File: config.mk
export PLATFORM = sky130hd
export DESIGN_NAME = addrgen_mem_arbiter
export DESIGN_NICKNAME = d
export VERILOG_FILES = /design/src/rtl/addrgen_mem_arbiter_pkg.sv /design/src/rtl/addrgen_rr_arbiter.sv /design/src/rtl/addrgen_mem_arbiter.sv
export SDC_FILE = /design/constraint.sdc
export NUM_CORES = 1
export LEC_CHECK = 0
export BUFFER_PORTS_ARGS = -buffer_cell sky130_fd_sc_hd__buf_2
export CORE_UTILIZATION = 43
export CTS_CLUSTER_SIZE = 14
export DETAILED_ROUTE_END_ITERATION = 8
export PLACE_DENSITY = 0.95
export SYNTH_ARGS = -nofsm -noshare
export SYNTH_HDL_FRONTEND = slang
export SYNTH_SLANG_ARGS = --single-unit
File: constraint.sdc
create_clock -name clk_i -period 2.8 [get_ports clk_i]
set_input_delay 0.56 -clock clk_i [delete_from_list [all_inputs] [get_ports clk_i]]
set_output_delay 0.56 -clock clk_i [all_outputs]
set_load 0.05 [all_outputs]
File: src/rtl/addrgen_mem_arbiter_pkg.sv
// Shared defaults and index helpers for the AddressGen memory arbiter slice.
package addrgen_mem_arbiter_pkg;

    localparam int DEF_NUM_PORTS = 2;
    localparam int DEF_ADDR_W    = 10;
    localparam int DEF_DATA_W    = 32;
    localparam int DEF_MEM_LAT   = 1;

    // Single-step modulo for port indices that never exceed 2*n-1.
    function automatic int rr_wrap(input int idx, input int n);
        return (idx >= n) ? idx - n : idx;
    endfunction

endpackage

File: src/rtl/addrgen_rr_arbiter.sv
// Round-robin arbiter: search starts at the registered pointer, pointer moves past the winner.
// Grant is combinational; the pointer only advances when a grant is actually issued.
module addrgen_rr_arbiter
    import addrgen_mem_arbiter_pkg::*;
#(
    parameter int NUM_PORTS = DEF_NUM_PORTS,
    parameter int TAG_W     = 1
) (
    input  logic                 i_clk,
    input  logic                 i_rst_n,
    input  logic [NUM_PORTS-1:0] i_req,
    input  logic                 i_en,
    output logic [NUM_PORTS-1:0] o_gnt,
    output logic [TAG_W-1:0]     o_gnt_idx
);

    logic [TAG_W-1:0] r_ptr;
    logic             w_found;
    int               w_p;

    always_comb begin
        w_found   = 1'b0;
        o_gnt_idx = '0;
        w_p       = 0;
        for (int k = 0; k < NUM_PORTS; k++) begin
            w_p = rr_wrap(int'(r_ptr) + k, NUM_PORTS);
            if (!w_found && i_req[w_p]) begin
                w_found   = 1'b1;
                o_gnt_idx = TAG_W'(w_p);
            end
        end
    end

    always_comb begin
        o_gnt = '0;
        for (int p = 0; p < NUM_PORTS; p++) begin
            o_gnt[p] = i_en && w_found && (o_gnt_idx == TAG_W'(p));
        end
    end

    always_ff @(posedge i_clk or negedge i_rst_n) begin
        if (!i_rst_n) begin
            r_ptr <= '0;
        end else if (i_en && w_found) begin
            r_ptr <= TAG_W'(rr_wrap(int'(o_gnt_idx) + 1, NUM_PORTS));
        end
    end

endmodule

File: src/rtl/addrgen_mem_arbiter.sv
// Shares one memory port between NUM_PORTS AddressGen streams through a single registered stage;
// read data is steered back to its requester by a MEM_LAT-deep tag pipeline.
module addrgen_mem_arbiter
    import addrgen_mem_arbiter_pkg::*;
#(
    parameter int NUM_PORTS = DEF_NUM_PORTS,
    parameter int ADDR_W    = DEF_ADDR_W,
    parameter int DATA_W    = DEF_DATA_W,
    parameter int MEM_LAT   = DEF_MEM_LAT
) (
    input  logic                          clk_i,
    input  logic                          rst_i,
    input  logic [NUM_PORTS-1:0]          req_valid_i,
    output logic [NUM_PORTS-1:0]          req_ready_o,
    input  logic [NUM_PORTS*ADDR_W-1:0]   req_addr_i,
    input  logic [NUM_PORTS-1:0]          req_store_i,
    input  logic [NUM_PORTS*DATA_W-1:0]   req_wdata_i,
    output logic                          mem_valid_o,
    input  logic                          mem_ready_i,
    output logic [ADDR_W-1:0]             mem_addr_o,
    output logic                          mem_we_o,
    output logic [DATA_W-1:0]             mem_wdata_o,
    input  logic [DATA_W-1:0]             mem_rdata_i,
    output logic [NUM_PORTS-1:0]          rdata_valid_o,
    output logic [DATA_W-1:0]             rdata_o,
    output logic                          busy_o
);

    localparam int TAG_W = (NUM_PORTS > 1) ? $clog2(NUM_PORTS) : 1;

    logic                 w_slot_free;
    logic                 w_handshake;
    logic [NUM_PORTS-1:0] w_gnt;
    logic [TAG_W-1:0]     w_gnt_idx;
    logic                 w_pipe_busy;

    logic                 r_mem_valid;
    logic [ADDR_W-1:0]    r_mem_addr;
    logic                 r_mem_we;
    logic [DATA_W-1:0]    r_mem_wdata;
    logic [TAG_W-1:0]     r_tag;
    logic                 r_pipe_vld [MEM_LAT];
    logic [TAG_W-1:0]     r_pipe_tag [MEM_LAT];

    assign w_slot_free = !r_mem_valid || mem_ready_i;
    assign w_handshake = r_mem_valid && mem_ready_i;

    addrgen_rr_arbiter #(
        .NUM_PORTS (NUM_PORTS),
        .TAG_W     (TAG_W)
    ) u_rr (
        .i_clk     (clk_i),
        .i_rst_n   (rst_i),
        .i_req     (req_valid_i),
        .i_en      (w_slot_free),
        .o_gnt     (w_gnt),
        .o_gnt_idx (w_gnt_idx)
    );

    assign req_ready_o = w_gnt;

    // Payload only moves when the slot is free, so it holds across a stalled handshake.
    always_ff @(posedge clk_i or negedge rst_i) begin
        if (!rst_i) begin
            r_mem_valid <= 1'b0;
            r_mem_addr  <= '0;
            r_mem_we    <= 1'b0;
            r_mem_wdata <= '0;
            r_tag       <= '0;
        end else if (w_slot_free) begin
            r_mem_valid <= |w_gnt;
            if (|w_gnt) begin
                r_mem_addr  <= req_addr_i[w_gnt_idx*ADDR_W +: ADDR_W];
                r_mem_we    <= req_store_i[w_gnt_idx];
                r_mem_wdata <= req_wdata_i[w_gnt_idx*DATA_W +: DATA_W];
                r_tag       <= w_gnt_idx;
            end
        end
    end

    always_ff @(posedge clk_i or negedge rst_i) begin
        if (!rst_i) begin
            for (int i = 0; i < MEM_LAT; i++) begin
                r_pipe_vld[i] <= 1'b0;
                r_pipe_tag[i] <= '0;
            end
        end else begin
            r_pipe_vld[0] <= w_handshake && !r_mem_we;
            r_pipe_tag[0] <= r_tag;
            for (int i = 1; i < MEM_LAT; i++) begin
                r_pipe_vld[i] <= r_pipe_vld[i-1];
                r_pipe_tag[i] <= r_pipe_tag[i-1];
            end
        end
    end

    always_comb begin
        rdata_valid_o = '0;
        for (int p = 0; p < NUM_PORTS; p++) begin
            rdata_valid_o[p] = r_pipe_vld[MEM_LAT-1] && (r_pipe_tag[MEM_LAT-1] == TAG_W'(p));
        end
    end

    always_comb begin
        w_pipe_busy = 1'b0;
        for (int i = 0; i < MEM_LAT; i++) begin
            w_pipe_busy = w_pipe_busy | r_pipe_vld[i];
        end
    end

    assign mem_valid_o = r_mem_valid;
    assign mem_addr_o  = r_mem_addr;
    assign mem_we_o    = r_mem_we;
    assign mem_wdata_o = r_mem_wdata;
    assign rdata_o     = mem_rdata_i;
    assign busy_o      = r_mem_valid | w_pipe_busy;

endmodule

* Yosys cells after proc, flatten, opt, wreduce, memory -nomap -nowiden
Cells that the tools add are included.
Word-level totals: bits of input ports 123, flip-flop bits (word level) 48, output and inout port bits 81, logic and storage cells 54
Operators by class: shift operators 2, add/sub/neg operators 5, order comparisons 6, bitwise logic cells 3, multipliers 1, reductions and logical operators 14, multiplexer cells 15
Operator list (count):
- 32-bit by 3-bit < comparator with 1-bit output (second input constant) | 2
- 32-bit two-way mux | 2
- 64-bit by 7-bit indexed part select with 32-bit output | 1
- 32-bit by 3-bit greater-or-equal comparator with 1-bit output (second input constant) | 1
- 32-bit by 3-bit subtractor with 32-bit output (second input constant) | 1
- 20-bit by 6-bit indexed part select with 10-bit output | 1
- 1-bit two-way mux | 13
- 1-bit logical AND | 8
- 1-bit by 1-bit adder with 2-bit output (second input constant) | 2
- 1-bit by 3-bit multiplier with 4-bit output (second input constant) | 1
- 1-bit logical NOT | 3
- 1-bit by 2-bit subtractor with 3-bit output (second input constant) | 1
- 1-bit by 2-bit greater-or-equal comparator with 1-bit output (second input constant) | 1
- 2-bit greater-or-equal comparator (second input constant) | 1
- 1-bit by 2-bit < comparator with 1-bit output (second input constant) | 1
- 1-bit NOT | 2
- 2-bit AND reduction | 1
- 2-bit OR reduction | 1
- 1-bit logical OR | 1
- 1-bit OR | 1
- 1-bit subtractor (second input constant) | 1

* Depth between registers and ports, before layout
depth in word-level cells 13, mapped depth 5

* Modules after synthesis
Synthesis repeated with hierarchy kept, for this count alone.
Second synthesis, totals: cell total of the unflattened synthesis 193, area, all modules 2822.7 µm²
By module, submodules not included:
- addrgen_mem_arbiter | area an instance 2758.9 µm², sequential area each 1176.1 µm², times used 1, cells each 185
- addrgen_rr_arbiter | area an instance 63.8 µm², sequential area each 25.0 µm², times used 1, cells each 8

* Worst setup path after synthesis
OpenSTA, ideal clock, no wires.
path type register to output, from register r_mem_valid, in the netlist mem_valid_o, to output port req_ready_o[1], buffers on the path 1, slack 113 ps, stages on the path, launching flop included 4, arrival time 2127 ps, required time 2240 ps, path through dfrtp_1 > nor2b_4 > buf_6 > nor3b_1
Between the ends: cells in the longest elaborated chain, start to end 4
RTL lines:
- start: declaration | line addrgen_mem_arbiter.sv:37 | logic r_mem_valid;
- start signal: assignment | line addrgen_mem_arbiter.sv:71 | r_mem_valid <= |w_gnt;
- 1-bit logical NOT | line addrgen_mem_arbiter.sv:45 | assign w_slot_free = !r_mem_valid || mem_ready_i;
- 1-bit logical OR | line addrgen_mem_arbiter.sv:45
- 1-bit logical AND (2 in series) | line addrgen_rr_arbiter.sv:37 | o_gnt[p] = i_en && w_found && (o_gnt_idx == TAG_W'(p));
- end: declaration | line addrgen_mem_arbiter.sv:14 | output logic [NUM_PORTS-1:0] req_ready_o,
No other way between the ends.

* Final worst setup path
from register u_rr.r_ptr, to output port req_ready_o[0]
Between the ends: cells in the longest elaborated chain, start to end 11, elaborated cells between the ends (all ways) 22
RTL lines:
- start: declaration | line addrgen_rr_arbiter.sv:17 | logic [TAG_W-1:0] r_ptr;
- start signal: assignment | line addrgen_rr_arbiter.sv:45 | r_ptr <= TAG_W'(rr_wrap(int'(o_gnt_idx) + 1, NUM_PORTS));
- parallel branches: the longest is 10 deep, another holds 32-bit by 3-bit subtractor with 32-bit output
- 1-bit logical AND (*) | line addrgen_rr_arbiter.sv:37
Every way passes the cells marked *. The select of a mux whose other input is x is not followed.

==> impl_metrics.csv <==
group,metric,value,unit
hold_path,hold_depth,0,
sta,worstMarginPinSlew,1.10,ns
setup_path,slowest_delay,0.87,ns
route,ant_nets,0,
floorplanning,ios,204,
cts,postCtsSetupRepairBufs,0,
power_and_ir_drop,peakVddDrop,350,µV
setup_path,r2r-start,"u_rr.r_ptr",
final_layout,drive_above_1_share,0.474,
setup_path,r2r_cells,3,
sta,final_hold_viol_count,0,
global_route,grt_start_max_net_pins,49,
place,numPortBuffers,139,
job,cap_violations,0,
route,drt_iter0_markers,105,
cts,clk_latency,0.30,ns
cts,cts_tree,"done",
cts,clock-sinks,48,
place,place_congestion,0.787,
sta,fin_crit_sh,0.934,
sta,clock_skew,0.0143,ns
cts,cts.reportedPaths.clkPinSlew,0.09,ns
setup_path,cp.arrival,2.06,ns
cts,cts_inserted_buffers,5,
route,vias,2355,
synthesis,syn_nets,369,
setup_path,r2r-end,"mem_wdata_o[11]",
final_layout,instances_no_fill,414,
final_layout,area_growth,21.8,%
sta,finalMaxSlewViolations,0,
route,wire_per_inst,16.8,µm
final_layout,multi_input_area,935,µm²
setup_path,worstPathCellList,"a211oi_4 -> buf_2",
global_route,grtUsageTotal,0.217,
final_layout,insertedDiodeCount,0,
route,via_per_inst,5.69,
global_route,grt-ovfl-total,0,
synthesis,yosys.area.top_type_share,0.470,
final_layout,n_fill_cell,491,
route,drcViolationCount,0,
setup_path,cp-end-kind,"output pin",
hold_path,hold_path_end,"r_pipe_tag",
cts,cts_max_path_buffers,2,
place,place_inst,406,
synthesis,syn_area_per_cell,10.4,µm²
floorplanning,dieArea,6260,µm²
cts,h-tree-depth,2,
synthesis,synth_warnings,0,
global_route,grt_pass1_vias,2169,
sta,slew_headroom,0.264,
setup_path,r2r_slack,0.75,ns
synthesis,synthCells,246,
global_route,antenna_found_initial,0,
setup_path,cp_top_family,"compound AO/OA/AOI/OAI gates",
setup_path,cp_max_fo,22,
floorplanning,dieWidth,79.1,µm
run_status,status,"completed",
sta,tns,0,ns
floorplanning,die-height,79.1,µm
power_and_ir_drop,total_power,2380,µW
setup_path,critPathBufInv,1,
route,drt_pre_antenna_iters,4,
sta,min_period,2.62,ns
cts,hold_buffers,0,
place,hpwlAfterDp,4600,µm
cts,cts_resized,0,
floorplanning,floorplan.initialDensity,0.456,
synthesis,synth_cell_type_count,20,
setup_path,critPathSlowestCell,"a211oi_4",
floorplanning,rows,27,
synthesis,synth.largest_area_cell,"dfrtp_1",
hold_path,min-delay-start,"r_tag",
setup_path,cp.depth,2,
setup_path,startpoint_type,"flop",
final_layout,fin_nets,464,
floorplanning,core_region_area,5610,µm²
setup_path,critPathRequiredTime,2.24,ns
sta,finalSetupViolations,0,
cts,clockRootBuffer,"clkbuf_8",
route,wl,6940,µm
sta,clock.fmax,382,MHz
synthesis,ys_seq_area_frac,0.470,
synthesis,ys_seq_elements,48,
global_route,grt_pass1_wl,10500,µm
synthesis,synthTopCellsByArea,"dfrtp_1 (47%), a221o_1 (16%), buf_4 (11%)",
power_and_ir_drop,power_density,763,nW/µm²
synthesis,synthesis.area,2560,µm²
power_and_ir_drop,p_leak,0.00160,µW
sta,rsz0062_at_grt,"no",
hold_path,worstHoldPathType,"reg2reg",
final_layout,ff_latch_area,1200,µm²
setup_path,critPathKind,"reg2out",
[cell usage in the layout (no fill, tap or decap), drive strengths merged, types with 2 or more instances in the layout]
cell / synthesis / final
a221o: 43 / 43
bufinv: 0 / 3
buf: 55 / 143
nand2: 44 / 44
dfrtp: 48 / 48
nor3: 43 / 43
clkbuf: 0 / 5
a21o: 2 / 2
nor2b: 3 / 3
[kinds of logic (layout without fill, tap and decap cells)]
kind of cell           after synthesis  in the layout  share of synthesized area
buffers and inverters               56            152                      0.167
AO/OA/AOI/OAI                       47             47                      0.191
AND/OR/NAND/NOR                     95             95                      0.171
flip-flops                          48             48                      0.470
[cells in the mapped netlist]
master / instances
a211oi_4: 1
nor2b_1: 2
buf_6: 9
or2_2: 1
nand2_1: 44
nor2b_4: 1
and2_1: 1
a21o_1: 1
a21o_2: 1
nor3b_1: 1
a221o_2: 3
inv_2: 1
a221o_1: 40
o21bai_4: 1
buf_4: 37
nor3_1: 43
nor2_1: 1
or3_2: 1
buf_2: 9
dfrtp_1: 48
[worst register-to-register path, stage by stage, from the launching register on]
cell	delay, ns
dfrtp_1	0.47
a211oi_4	0.87
buf_4	0.43
a221o_1	0.21
[per-layer routing]
metal,GRT usage,part of all wire,vias to the layer above
met2,0.367,0.52,113
met4,0.0745,0.016,0
met5,0,0,-
met3,0.0460,0.057,26
met1,0.274,0.40,1153
li1,-,-,1063
[worst max-delay path by stage]
stage / startpoint / to / slack (ns)
2_1_floorplan: mem_valid_o / req_ready_o[1] / 0.11
3_3_place_gp: req_valid_i[0] / req_ready_o[0] / 0.34
3_5_place_dp: req_valid_i[0] / req_ready_o[0] / 0.30
4_1_cts: u_rr.r_ptr / req_ready_o[0] / 0.23
5_1_grt: mem_valid_o / req_ready_o[0] / 0.13
6_report: u_rr.r_ptr / req_ready_o[0] / 0.18
[layout make-up]
class	instances	area share
clock inverters	3	0.0289
multi-input cells	142	0.300
inverters	1	0.00121
repair buffers	143	0.233
well taps	72	0.0289
clock buffers	5	0.0221
flip-flops and latches	48	0.386
[registers in the layout, indices dropped and copies added (netlist names)]
name,flops
mem_wdata_o,32
mem_addr_o,10
mem_valid_o,1
mem_we_o,1
r_pipe_tag,1
r_pipe_vld,1
r_tag,1
u_rr.r_ptr,1
[per-stage QoR]
| stage | util | cell area, µm² | setup WS (ns) | hold slack [ns] |
|---|---|---|---|---|
| 3_5_place_dp | 0.527 | 2960 | 0.301 | 0.367 |
| 2_1_floorplan | - | 2560 | 0.113 | 0.264 |
| 5_1_grt | 0.555 | 3110 | 0.129 | 0.399 |
| 4_1_cts | 0.555 | 3110 | 0.226 | 0.388 |
| 3_3_place_gp | 0.527 | 2960 | 0.342 | 0.366 |
| 6_report | 0.555 | 3110 | 0.185 | 0.394 |
[report_power, final]
part / internal (µW) / switching [µW]
clock: 446 / 227
combinational: 233 / 599
sequential: 804 / 68.7
total: 1480 / 894
(Power assumes the default switching activity.)
